**config.mk**
```make
export PLATFORM = sky130hd
export DESIGN_NAME = audio_mixer_n
export DESIGN_NICKNAME = d
export VERILOG_FILES = /design/src/rtl/audio_mixer_n.sv
export SDC_FILE = /design/constraint.sdc
export NUM_CORES = 1
export LEC_CHECK = 0
export BUFFER_PORTS_ARGS = -buffer_cell sky130_fd_sc_hd__buf_2
export CORE_ASPECT_RATIO = 1.4
export CORE_MARGIN = 10
export CORE_UTILIZATION = 50
export CTS_BUF_LIST = sky130_fd_sc_hd__clkbuf_16
export CTS_CLUSTER_SIZE = 8
export DETAILED_ROUTE_END_ITERATION = 8
export PLACE_DENSITY = 0.75
export SYNTH_ARGS = -nofsm -noshare
export SYNTH_HDL_FRONTEND = slang
export SYNTH_SLANG_ARGS = --single-unit
```
**constraint.sdc**
```tcl
create_clock -name clk -period 10.5 [get_ports clk]
set_input_delay 0 -clock clk [delete_from_list [all_inputs] [get_ports clk]]
set_output_delay 0 -clock clk [all_outputs]
set_load 0.05 [all_outputs]
```
**src/rtl/audio_mixer_n.sv**
```systemverilog
// ============================================================================
//  Module      : audio_mixer_n
//  Description : N-channel frame mixer. On each frame strobe it snapshots all
//                channel samples, volumes, mutes and the master volume. It then
//                runs a serial multiply-accumulate, one channel per clock,
//                applies the master gain and saturates to SAMPLE_BITS. The
//                result is presented with a one-cycle valid pulse.
//  Revision    : 1.0  initial release
//
//  Optional feature macro: MIXER_RAMP_EN
//      When defined, the volume snapshot registers act as effective-volume
//      registers. On each accepted strobe they step by 1 toward their
//      target input, which de-zippers volume changes.
//
//  Ports:
//      clk            in   system clock
//      rstn           in   asynchronous active-low reset
//      sample_strobe  in   one-cycle frame tick, starts a mix
//      ch_sample      in   NUM_CH packed signed samples
//      ch_vol         in   NUM_CH packed unsigned channel gains
//      ch_mute        in   per-channel mute (1 = contributes 0)
//      master_vol     in   master gain
//      clear_flags    in   clears clip_flag / overrun_flag (a set event wins)
//      out_sample     out  mixed, saturated sample, held between frames
//      out_valid      out  one-cycle pulse when out_sample updates
//      busy           out  high while a mix is in progress
//      clip_flag      out  sticky, set when an output saturated
//      overrun_flag   out  sticky, set when a strobe arrived while busy
// ============================================================================
`default_nettype none

module audio_mixer_n #(
    parameter int NUM_CH      = 4,
    parameter int SAMPLE_BITS = 16,
    parameter int VOLUME_BITS = 8
) (
    input  logic                          clk,
    input  logic                          rstn,
    input  logic                          sample_strobe,
    input  logic [NUM_CH*SAMPLE_BITS-1:0] ch_sample,
    input  logic [NUM_CH*VOLUME_BITS-1:0] ch_vol,
    input  logic [NUM_CH-1:0]             ch_mute,
    input  logic [VOLUME_BITS-1:0]        master_vol,
    input  logic                          clear_flags,
    output logic [SAMPLE_BITS-1:0]        out_sample,
    output logic                          out_valid,
    output logic                          busy,
    output logic                          clip_flag,
    output logic                          overrun_flag
);

    localparam int IDX_W   = (NUM_CH > 1) ? $clog2(NUM_CH) : 1;
    // Sum of NUM_CH terms, each at most SAMPLE_BITS+1 bits, cannot overflow.
    localparam int ACC_W   = SAMPLE_BITS + $clog2(NUM_CH) + 1;
    localparam int PROD_W  = SAMPLE_BITS + VOLUME_BITS + 1;
    localparam int MPROD_W = ACC_W + VOLUME_BITS + 1;

    localparam logic [IDX_W-1:0] LAST_IDX = IDX_W'(NUM_CH - 1);

    localparam logic signed [SAMPLE_BITS-1:0] OUT_MAX = {1'b0, {(SAMPLE_BITS-1){1'b1}}};
    localparam logic signed [SAMPLE_BITS-1:0] OUT_MIN = {1'b1, {(SAMPLE_BITS-1){1'b0}}};
    localparam logic signed [ACC_W:0]         SAT_MAX = (ACC_W+1)'(OUT_MAX);
    localparam logic signed [ACC_W:0]         SAT_MIN = (ACC_W+1)'(OUT_MIN);

    localparam logic [1:0] S_IDLE  = 2'd0;
    localparam logic [1:0] S_ACCUM = 2'd1;
    localparam logic [1:0] S_SCALE = 2'd2;

    // ------------------------------------------------------------------
    // Registers
    // ------------------------------------------------------------------
    logic [1:0]                    state_q, state_d;
    logic [IDX_W-1:0]              idx_q, idx_d;
    logic signed [ACC_W-1:0]       acc_q, acc_d;
    logic signed [SAMPLE_BITS-1:0] samp_q [NUM_CH];
    logic signed [SAMPLE_BITS-1:0] samp_d [NUM_CH];
    logic [VOLUME_BITS-1:0]        vol_q  [NUM_CH];
    logic [VOLUME_BITS-1:0]        vol_d  [NUM_CH];
    logic [NUM_CH-1:0]             mute_q, mute_d;
    logic [VOLUME_BITS-1:0]        mvol_q, mvol_d;
    logic [SAMPLE_BITS-1:0]        out_q, out_d;
    logic                          valid_q, valid_d;
    logic                          clip_q, clip_d;
    logic                          ovr_q, ovr_d;

    // ------------------------------------------------------------------
    // Input unpacking and next volume values
    // ------------------------------------------------------------------
    logic signed [SAMPLE_BITS-1:0] w_samp_in [NUM_CH];
    logic [VOLUME_BITS-1:0]        w_vol_in  [NUM_CH];
    logic [VOLUME_BITS-1:0]        w_vol_nxt [NUM_CH];
    logic [VOLUME_BITS-1:0]        w_mvol_nxt;

`ifdef MIXER_RAMP_EN
    function automatic logic [VOLUME_BITS-1:0] step_toward(
        input logic [VOLUME_BITS-1:0] cur,
        input logic [VOLUME_BITS-1:0] tgt
    );
        if (cur < tgt)
            return cur + 1'b1;
        else if (cur > tgt)
            return cur - 1'b1;
        else
            return cur;
    endfunction
`endif

    genvar gi;
    generate
        for (gi = 0; gi < NUM_CH; gi++) begin : g_unpack
            assign w_samp_in[gi] = ch_sample[gi*SAMPLE_BITS +: SAMPLE_BITS];
            assign w_vol_in[gi]  = ch_vol[gi*VOLUME_BITS +: VOLUME_BITS];
`ifdef MIXER_RAMP_EN
            // The snapshot register holds the effective volume and steps
            // by one toward the requested volume on every frame.
            assign w_vol_nxt[gi] = step_toward(vol_q[gi], w_vol_in[gi]);
`else
            assign w_vol_nxt[gi] = w_vol_in[gi];
`endif
        end
    endgenerate

`ifdef MIXER_RAMP_EN
    assign w_mvol_nxt = step_toward(mvol_q, master_vol);
`else
    assign w_mvol_nxt = master_vol;
`endif

    // ------------------------------------------------------------------
    // Datapath: per-channel term and master scaling
    // ------------------------------------------------------------------
    logic signed [PROD_W-1:0]      w_prod;
    logic signed [SAMPLE_BITS:0]   w_term;
    logic signed [MPROD_W-1:0]     w_mprod;
    logic signed [ACC_W:0]         w_m;
    logic                          w_sat_hi;
    logic                          w_sat_lo;
    logic [SAMPLE_BITS-1:0]        w_sat_val;
    logic                          w_unused_low;

    // Volume is zero-extended so the product is signed. Taking the upper
    // bits of the product is the arithmetic shift by VOLUME_BITS (floor).
    assign w_prod  = samp_q[idx_q] * $signed({1'b0, vol_q[idx_q]});
    assign w_term  = mute_q[idx_q] ? '0 : w_prod[PROD_W-1:VOLUME_BITS];

    assign w_mprod = acc_q * $signed({1'b0, mvol_q});
    assign w_m     = w_mprod[MPROD_W-1:VOLUME_BITS];

    // The fractional bits dropped by the shifts are intentionally discarded.
    assign w_unused_low = ^{w_prod[VOLUME_BITS-1:0], w_mprod[VOLUME_BITS-1:0]};

    assign w_sat_hi  = (w_m > SAT_MAX);
    assign w_sat_lo  = (w_m < SAT_MIN);
    assign w_sat_val = w_sat_hi ? OUT_MAX :
                       w_sat_lo ? OUT_MIN : w_m[SAMPLE_BITS-1:0];

    // ------------------------------------------------------------------
    // Next-state logic
    // ------------------------------------------------------------------
    always_comb begin
        state_d = state_q;
        idx_d   = idx_q;
        acc_d   = acc_q;
        samp_d  = samp_q;
        vol_d   = vol_q;
        mute_d  = mute_q;
        mvol_d  = mvol_q;
        out_d   = out_q;
        valid_d = 1'b0;
        // Clear first so that a set event later in this block wins.
        clip_d  = clear_flags ? 1'b0 : clip_q;
        ovr_d   = clear_flags ? 1'b0 : ovr_q;

        case (state_q)
            S_IDLE: begin
                if (sample_strobe) begin
                    state_d = S_ACCUM;
                    idx_d   = '0;
                    acc_d   = '0;
                    samp_d  = w_samp_in;
                    vol_d   = w_vol_nxt;
                    mute_d  = ch_mute;
                    mvol_d  = w_mvol_nxt;
                end
            end
            S_ACCUM: begin
                acc_d = acc_q + ACC_W'(w_term);
                if (idx_q == LAST_IDX)
                    state_d = S_SCALE;
                else
                    idx_d = idx_q + 1'b1;
            end
            S_SCALE: begin
                out_d   = w_sat_val;
                valid_d = 1'b1;
                state_d = S_IDLE;
                if (w_sat_hi || w_sat_lo)
                    clip_d = 1'b1;
            end
            default: begin
                state_d = S_IDLE;
            end
        endcase

        // Strobes during a mix are dropped and recorded.
        if (sample_strobe && (state_q != S_IDLE))
            ovr_d = 1'b1;
    end

    // ------------------------------------------------------------------
    // State registers
    // ------------------------------------------------------------------
    always_ff @(posedge clk or negedge rstn) begin
        if (!rstn) begin
            state_q <= S_IDLE;
            idx_q   <= '0;
            acc_q   <= '0;
            mute_q  <= '0;
            mvol_q  <= '0;
            out_q   <= '0;
            valid_q <= 1'b0;
            clip_q  <= 1'b0;
            ovr_q   <= 1'b0;
            for (int i = 0; i < NUM_CH; i++) begin
                samp_q[i] <= '0;
                vol_q[i]  <= '0;
            end
        end else begin
            state_q <= state_d;
            idx_q   <= idx_d;
            acc_q   <= acc_d;
            mute_q  <= mute_d;
            mvol_q  <= mvol_d;
            out_q   <= out_d;
            valid_q <= valid_d;
            clip_q  <= clip_d;
            ovr_q   <= ovr_d;
            for (int i = 0; i < NUM_CH; i++) begin
                samp_q[i] <= samp_d[i];
                vol_q[i]  <= vol_d[i];
            end
        end
    end

    assign out_sample   = out_q;
    assign out_valid    = valid_q;
    assign busy         = (state_q != S_IDLE);
    assign clip_flag    = clip_q;
    assign overrun_flag = ovr_q;

endmodule

`default_nettype wire
```
==> results.cfg, run 1 <==
[die]
fp.dieH_um = 237
coreArea_um2 = 33200
num_rows = 79
die_w_um = 175
dieArea_um2 = 41400
start_util_pct = 50.5
io_pins = 132

[sta]
slew_viol_final = 0
max_freq_mhz = 112
clock_skew_ns = 0.0141
min_period_ns = 8.93
worst_slew_pin_slew_ns = 1.08
max-slew-margin-rel_pct = 28.2
period_share_pct = 85.1
setup_viol = 0
hold_viol_final = 0
finalSetupTns_ns = 0
rsz0062_at_grt = false

[drt]
drt-pass1-iter-count = 5
num_vias = 12300
avgRoutedWirePerCell_um = 16.8
vias_per_cell = 5.24
drt_iter0_drc = 479
drc = 0
postRouteAntennaNets = 0
wirelength_um = 39300

[setup_path]
arrival_ns = 9.28
critPathBufInv = 2
r2r_cells = 26
startpoint = idx_q[0]
cp_max_fo = 28
critical_path_depth = 26
required_ns = 10.85
regToRegSetupSlack_ns = 1.57
start_kind = register
end_kind = register
slowest_delay_ns = 0.96
slowest_stage = dfrtp_2
critical_path_class = register to register
crit_family = compound AO/OA/AOI/OAI gates
r2r_start = idx_q[0]
reg2reg_to = acc_q[17]
cpMostUsedCell = fa_1
cp-endpoint = acc_q[17]

[synth]
synth_cell_types = 62
synthMuxAreaShare_pct = 11.3
ys_ff_latch = 150
syn_nets = 2125
syn_inst = 1676
synth_top_family_by_area = adder cells
syn-cell-area_um2 = 16800
synth-simple-area-share_pct = 13.5
synth-compound-area-share_pct = 7.21
ys_seq_area_share_pct = 22.4
yosys_warnings = 0
async_flop_share_pct = 100
synth-adder-area-share_pct = 35.0
ys.flop_type = dfrtp_1
synth_xor_area_share_pct = 2.14
synth_edf_count = 0
syn_area_per_cell_um2 = 10.0

[final_layout]
fin_cells = 2343
final_nets = 2335
area_growth_pct = 16.5
drive_gt1_share_pct = 16.6
antenna_cells = 0

[cts]
clock_latency_ns = 0.46
htreeDepth = 4
path_clk_slew_ns = 0.07
cts_buffers = 17
clockRootBuffer = clkbuf_16
cts_max_path_buffers = 2
clock-sinks = 150
cts_tree = built

[global_routing]
track_usage_pct = 20.0
grt_overflow = 0
grt_pass1_wl_um = 68400
grt_max_degree = 87
grt_pass1_vias = 14100
antenna_found_initial = 0

[placement]
hpwl_um = 29500
io_buffers = 131
gp_congestion = 0.912
dp.cells = 2200

[outcome]
status = complete, no violations

[flow_run]
maxCapViolCount = 0

[worst_hold_path]
hp-class = primary input to async pin
==> placed cells by master, fill, tap and decap left out, drive strengths merged, types with 24 or more instances in the layout <==
| cell type | instances |
|---|---|
| a21oi | 35 |
| o21ai | 43 |
| mux2 | 110 |
| ha | 116 |
| nand2 | 174 |
| dfrtp | 150 |
| dlygate4sd3 | 112 |
| mux4 | 26 |
| inv | 316 |
| xnor2 | 24 |
| fa | 221 |
| and2 | 145 |
| buf | 139 |
| nor2 | 43 |
==> kinds of logic after synthesis <==
| family | after synthesis |
|---|---|
| AND/OR/NAND/NOR | 451 |
| buffers and inverters | 373 |
| adder cells (fa/ha/maj) | 337 |
| AO/OA/AOI/OAI | 181 |
| flip-flops | 150 |
| multiplexers | 143 |
| XOR/XNOR | 41 |
==> flip-flops by register name, summed over array words and instances (netlist names) <==
signal,count
acc_q,19
overrun_flag,1
vol_q,32
out_sample,16
clip_flag,1
out_valid,1
samp_q,64
mute_q,4
state_q,2
idx_q,2
mvol_q,8
==> synth_stat cells (all sizes together), types with 13 or more instances <==
cell type,n,area (µm²)
ha,116,1450
dfrtp,150,3750
o21a,13,97.6
mux2,110,1240
nor3,20,100
a21o,20,150
fa,221,4420
xnor2,24,210
xor2,17,149
clkbuf,51,191
inv,313,1170
o21ai,43,215
mux4,26,586
and2,145,907
a21oi,35,179
nand2,174,656
nor2,43,161
==> through the flow <==
stage          setup WS, ns  utilization, %  hold slack, ns  instance area (µm²)
6_report               1.57            58.9           0.158                19600
5_1_grt               0.846            58.9           0.226                19600
2_1_floorplan          2.37               -          -0.296                16800
3_5_place_dp           1.57            53.7          0.0859                17800
4_1_cts                1.56            58.9           0.170                19600
3_3_place_gp           1.84            53.7          0.0805                17800
==> final cells by class <==
cell class | instances | area (µm²)
Fill cell | 2769 | 13700
Multi-Input combinational cell | 1153 | 11600
Sequential cell | 150 | 3750
Timing Repair Buffer | 251 | 1840
Inverter | 313 | 1170
Tap cell | 445 | 557
Clock buffer | 17 | 425
Clock inverter | 14 | 178
==> per-layer routing <==
metal,up-vias,track usage (%),part of all wire (%)
li1,5783,-,-
met1,6190,21.7,38
met2,232,38.3,56
met3,63,3.95,3.9
met4,0,5.51,1.9
met5,-,0,0
==> worst min path at each step <==
stage / to / slack (ns) / cells after the start
2_1_floorplan: acc_q[0] / -0.30 / 0
3_3_place_gp: clip_flag / 0.08 / 1
3_5_place_dp: out_sample[15] / 0.09 / 1
4_1_cts: out_sample[6] / 0.17 / 2
5_1_grt: out_sample[15] / 0.23 / 2
6_report: out_sample[6] / 0.16 / 2
==> repair_timing <==
action / 4_1_cts / 5_1_grt
endpoints found under the hold margin: 185 / 0
endpoints found under the setup margin: 0 / 0
gates resized for setup: 0 / 0
setup buffers: 0 / 0
hold buffers: 112 / 0
Power of run 1 is left out: the tool's default activity adds up to more than one toggle a clock period on the data nets, which glitch-free logic cannot reach.
==> inputs of run 2 (changes only) <==
CTS_BUF_LIST = sky130_fd_sc_hd__clkbuf_8   (was sky130_fd_sc_hd__clkbuf_16)
SKIP_CTS_REPAIR_TIMING = 1   (was default)
==> results.cfg, run 2 (synthesis gave the netlist of run 1 again) <==
[die]
dieArea_um2 = 41400
die_w_um = 175
start_util_pct = 50.5
fp.dieH_um = 237
io_pins = 132
coreArea_um2 = 33200
num_rows = 79

[final_layout]
reg_top3 = samp_q (64), vol_q (32), acc_q (19)
drive_gt1_share_pct = 16.7
most-common-layout-cells = 312 x inv_1, 221 x fa_1, 173 x nand2_1
layout_commonest_cell = inv_1
area_growth_pct = 15.5
final_nets = 2335
regMostFlops = samp_q
largest_reg_flops = 64

[placement]
pre_cts_ws_ns = 1.57
gp_congestion = 0.912
hpwl_um = 29500
io_buffers = 131

[cts]
htreeDepth = 4
cts_buffers = 17
clock_latency_ns = 0.49
clockRootBuffer = clkbuf_8
path_clk_slew_ns = 0.10
cts_max_path_buffers = 2
cts_tree = built
clock-sinks = 150

[global_routing]
grt_pass1_wl_um = 62300
antenna_found_initial = 1
grt_max_degree = 87
grt_pass1_vias = 13300
track_usage_pct = 17.9
grt_overflow = 0

[drt]
avgRoutedWirePerCell_um = 16.4
postRouteAntennaNets = 0
vias_per_cell = 5.24
drt_iter0_drc = 513
drc = 0
wirelength_um = 38500
drt-pass1-iter-count = 6
num_vias = 12300

[sta]
min_period_ns = 8.91
max-slew-margin-rel_pct = 29.0
period_share_pct = 84.9
worst_slew_pin_slew_ns = 1.06
finalSetupTns_ns = 0
max_freq_mhz = 112
layout_setup_ws_ns = 1.59
hold_viol_final = 0
slew_viol_final = 0
setup_viol = 0
clock_skew_ns = 0.0167
rsz0062_at_grt = false
whs_ns = 0.108

[setup_path]
cpMostUsedCell = fa_1
crit_family = compound AO/OA/AOI/OAI gates
arrival_ns = 9.30
critPathBufInv = 2
slowest_stage = dfrtp_2
cp_max_fo = 28
start_kind = register
regToRegSetupSlack_ns = 1.59
required_ns = 10.89
critical_path_class = register to register
slowest_delay_ns = 0.96
end_kind = register

[flow_run]
maxCapViolCount = 0

[worst_hold_path]
hp-class = primary input to async pin

[outcome]
status = complete, no violations
-- run 2: changes by cell type in the layout (fill, tap and decap cells not counted), sizes merged --
| cell | change |
|---|---|
| clkbuf | +2 |
| clkinv | -2 |
| diode | +1 |
-- run 2: per-stage QoR --
| step | cells | cell area (µm²) | util (%) |
|---|---|---|---|
| global route | 2344 | 19400 | 58.4 |
| global placement | 2200 | 17800 | 53.7 |
| CTS | 2231 | 18300 | 55.0 |
| floorplan | 1676 | 16800 | - |
| detailed placement | 2200 | 17800 | 53.7 |
| finish | 2344 | 19400 | 58.4 |
-- run 2: cell type report --
cell class,count,area [µm²]
clock inverter,12,170
inverter,313,1170
tap,445,557
clock buffer,19,262
multi-input combinational,1153,11600
fill,2789,13800
sequential,150,3750
antenna,1,2.50
timing repair buffer,251,1840
-- run 2: path summary, 6_finish.rpt --
| kind | from | endpoint | depth (start not counted) |
|---|---|---|---|
| worst max-delay path | idx_q[0] | acc_q[17] | 26 |
| worst min-delay path | rstn | out_sample[15] | 2 |
| worst max register to register | idx_q[0] | acc_q[17] | 26 |
| worst min register to register | clip_flag | clip_flag | 2 |
| max in group asynchronous | rstn | samp_q[58] | 3 |
| min in group clk | ch_sample[37] | samp_q[21] | 3 |
-- run 2: worst reg2reg max path, delay by kind of cell, from the launching register on --
| family | cells | cell delay, ns |
|---|---|---|
| compound gates | 12 | 3.57 |
| fa+ha+maj | 6 | 2.52 |
| flops | 1 | 0.96 |
| simple gates | 5 | 0.87 |
| mux | 1 | 0.79 |
| buf+inv | 2 | 0.10 |
-- run 2: layer usage --
layer / global-route usage, % / vias up / wire [µm]
met1: 20.2 / 6210 / 15000
met4: 4.56 / 0 / 500
li1: - / 5784 / -
met2: 33.8 / 251 / 21400
met3: 3.26 / 41 / 1630
met5: 0 / - / 0
Power of run 2 is left out for the same reason.
==> inputs of run 3 (changes only) <==
clock period = 9 ns   (was 10.5 ns; I/O delays follow)
==> results.cfg, run 3 (synthesis gave the netlist of run 1 again) <==
[sta]
period_share_pct = 93.9
worst_slew_pin_slew_ns = 1.05
hold_viol_final = 0
slew_viol_final = 0
max-slew-margin-rel_pct = 30.2
min_period_ns = 8.45
clock_skew_ns = 0.0254
rsz0062_at_grt = false
max_freq_mhz = 118
setup_viol = 0
finalSetupTns_ns = 0

[placement]
io_buffers = 131
gp_congestion = 0.937
hpwl_um = 30200
placed_cell_area_um2 = 17900
dp.cells = 2204

[die]
fp.dieH_um = 237
dieArea_um2 = 41400
io_pins = 132
coreArea_um2 = 33200
start_util_pct = 50.5
num_rows = 79
die_w_um = 175

[drt]
avgRoutedWirePerCell_um = 16.5
drc = 0
drt_iter0_drc = 570
num_vias = 12200
drt-pass1-iter-count = 5
postRouteAntennaNets = 0
wirelength_um = 38700
vias_per_cell = 5.20

[final_layout]
drive_gt1_share_pct = 17.0
area_growth_pct = 15.6
layout_commonest_cell = inv_1
reg_top3 = samp_q (64), vol_q (32), acc_q (19)
stdcell_area_um2 = 19400
n_fill_cell = 2761
regMostFlops = samp_q
final_nets = 2339
fin_cells = 2350
largest_reg_flops = 64
most-common-layout-cells = 312 x inv_1, 221 x fa_1, 173 x nand2_1

[cts]
cts_max_path_buffers = 2
clock_latency_ns = 0.50
htreeDepth = 4
path_clk_slew_ns = 0.11
cts_buffers = 17
cts_tree = built
clock-sinks = 150
clockRootBuffer = clkbuf_8

[setup_path]
cp_max_fo = 23
arrival_ns = 8.85
slowest_delay_ns = 0.71
cpMostUsedCell = fa_1
start_kind = register
slowest_stage = dfrtp_4
required_ns = 9.40
critical_path_class = register to register
end_kind = register

[global_routing]
grt_pass1_vias = 13100
grt_max_degree = 85
grt_overflow = 0
grt_pass1_wl_um = 62300
antenna_found_initial = 2
track_usage_pct = 18.1

[outcome]
status = complete, no violations

[flow_run]
maxCapViolCount = 0

[worst_hold_path]
hp-class = primary input to async pin
run 3: area by class of cell:
cell class                      instances  area (µm²)  share of cell area [%]
Clock buffer                           20         275                    1.42
Antenna cell                            2        5.00                  0.0258
Timing Repair Buffer                  255        1890                    9.73
Multi-Input combinational cell       1153       11600                    60.0
Clock inverter                         12         105                   0.542
Inverter                              313        1170                    6.06
Tap cell                              445         557                    2.87
Sequential cell                       150        3760                    19.4
run 3: final timing paths:
path | startpoint | to | slack (ns) | depth (start not counted)
setup / recovery | idx_q[0] | acc_q[17] | 0.55 | 26
hold / removal | rstn | clip_flag | 0.10 | 2
setup reg to reg | idx_q[0] | acc_q[17] | 0.55 | 26
hold reg to reg | vol_q[14] | vol_q[14] | 0.51 | 1
max in group asynchronous | rstn | samp_q[41] | 7.46 | 3
min in group clk | ch_sample[8] | samp_q[56] | 0.27 | 3
run 3: metal layers:
layer,part of all wire [%],track usage (%),vias up
met1,39,19.7,6133
li1,-,-,5786
met5,0,0,-
met2,54,34.2,252
met3,4.4,3.85,55
met4,2.1,5.07,0
run 3: worst max-delay path, delay by kind of cell, from the launching register on:
family	cells	cell delay [ns]
AOI/OAI and AO/OA	11	3.28
xor gates and xnor gates	1	0.13
adders and majority gates	6	2.56
buffers and inverters	2	0.10
DFF	1	0.71
muxes	1	0.71
and+or+nand+nor	5	0.85
run 3: through the flow:
stage,worst slack (ns),hold slack (ns),util (%)
finish,0.546,0.103,58.4
detailed placement,0.302,0.0815,53.8
global route,0.158,0.140,58.4
floorplan,0.868,-0.296,-
global placement,0.504,0.0755,53.8
CTS,0.284,-0.468,55.0
Power of run 3 is left out for the same reason.
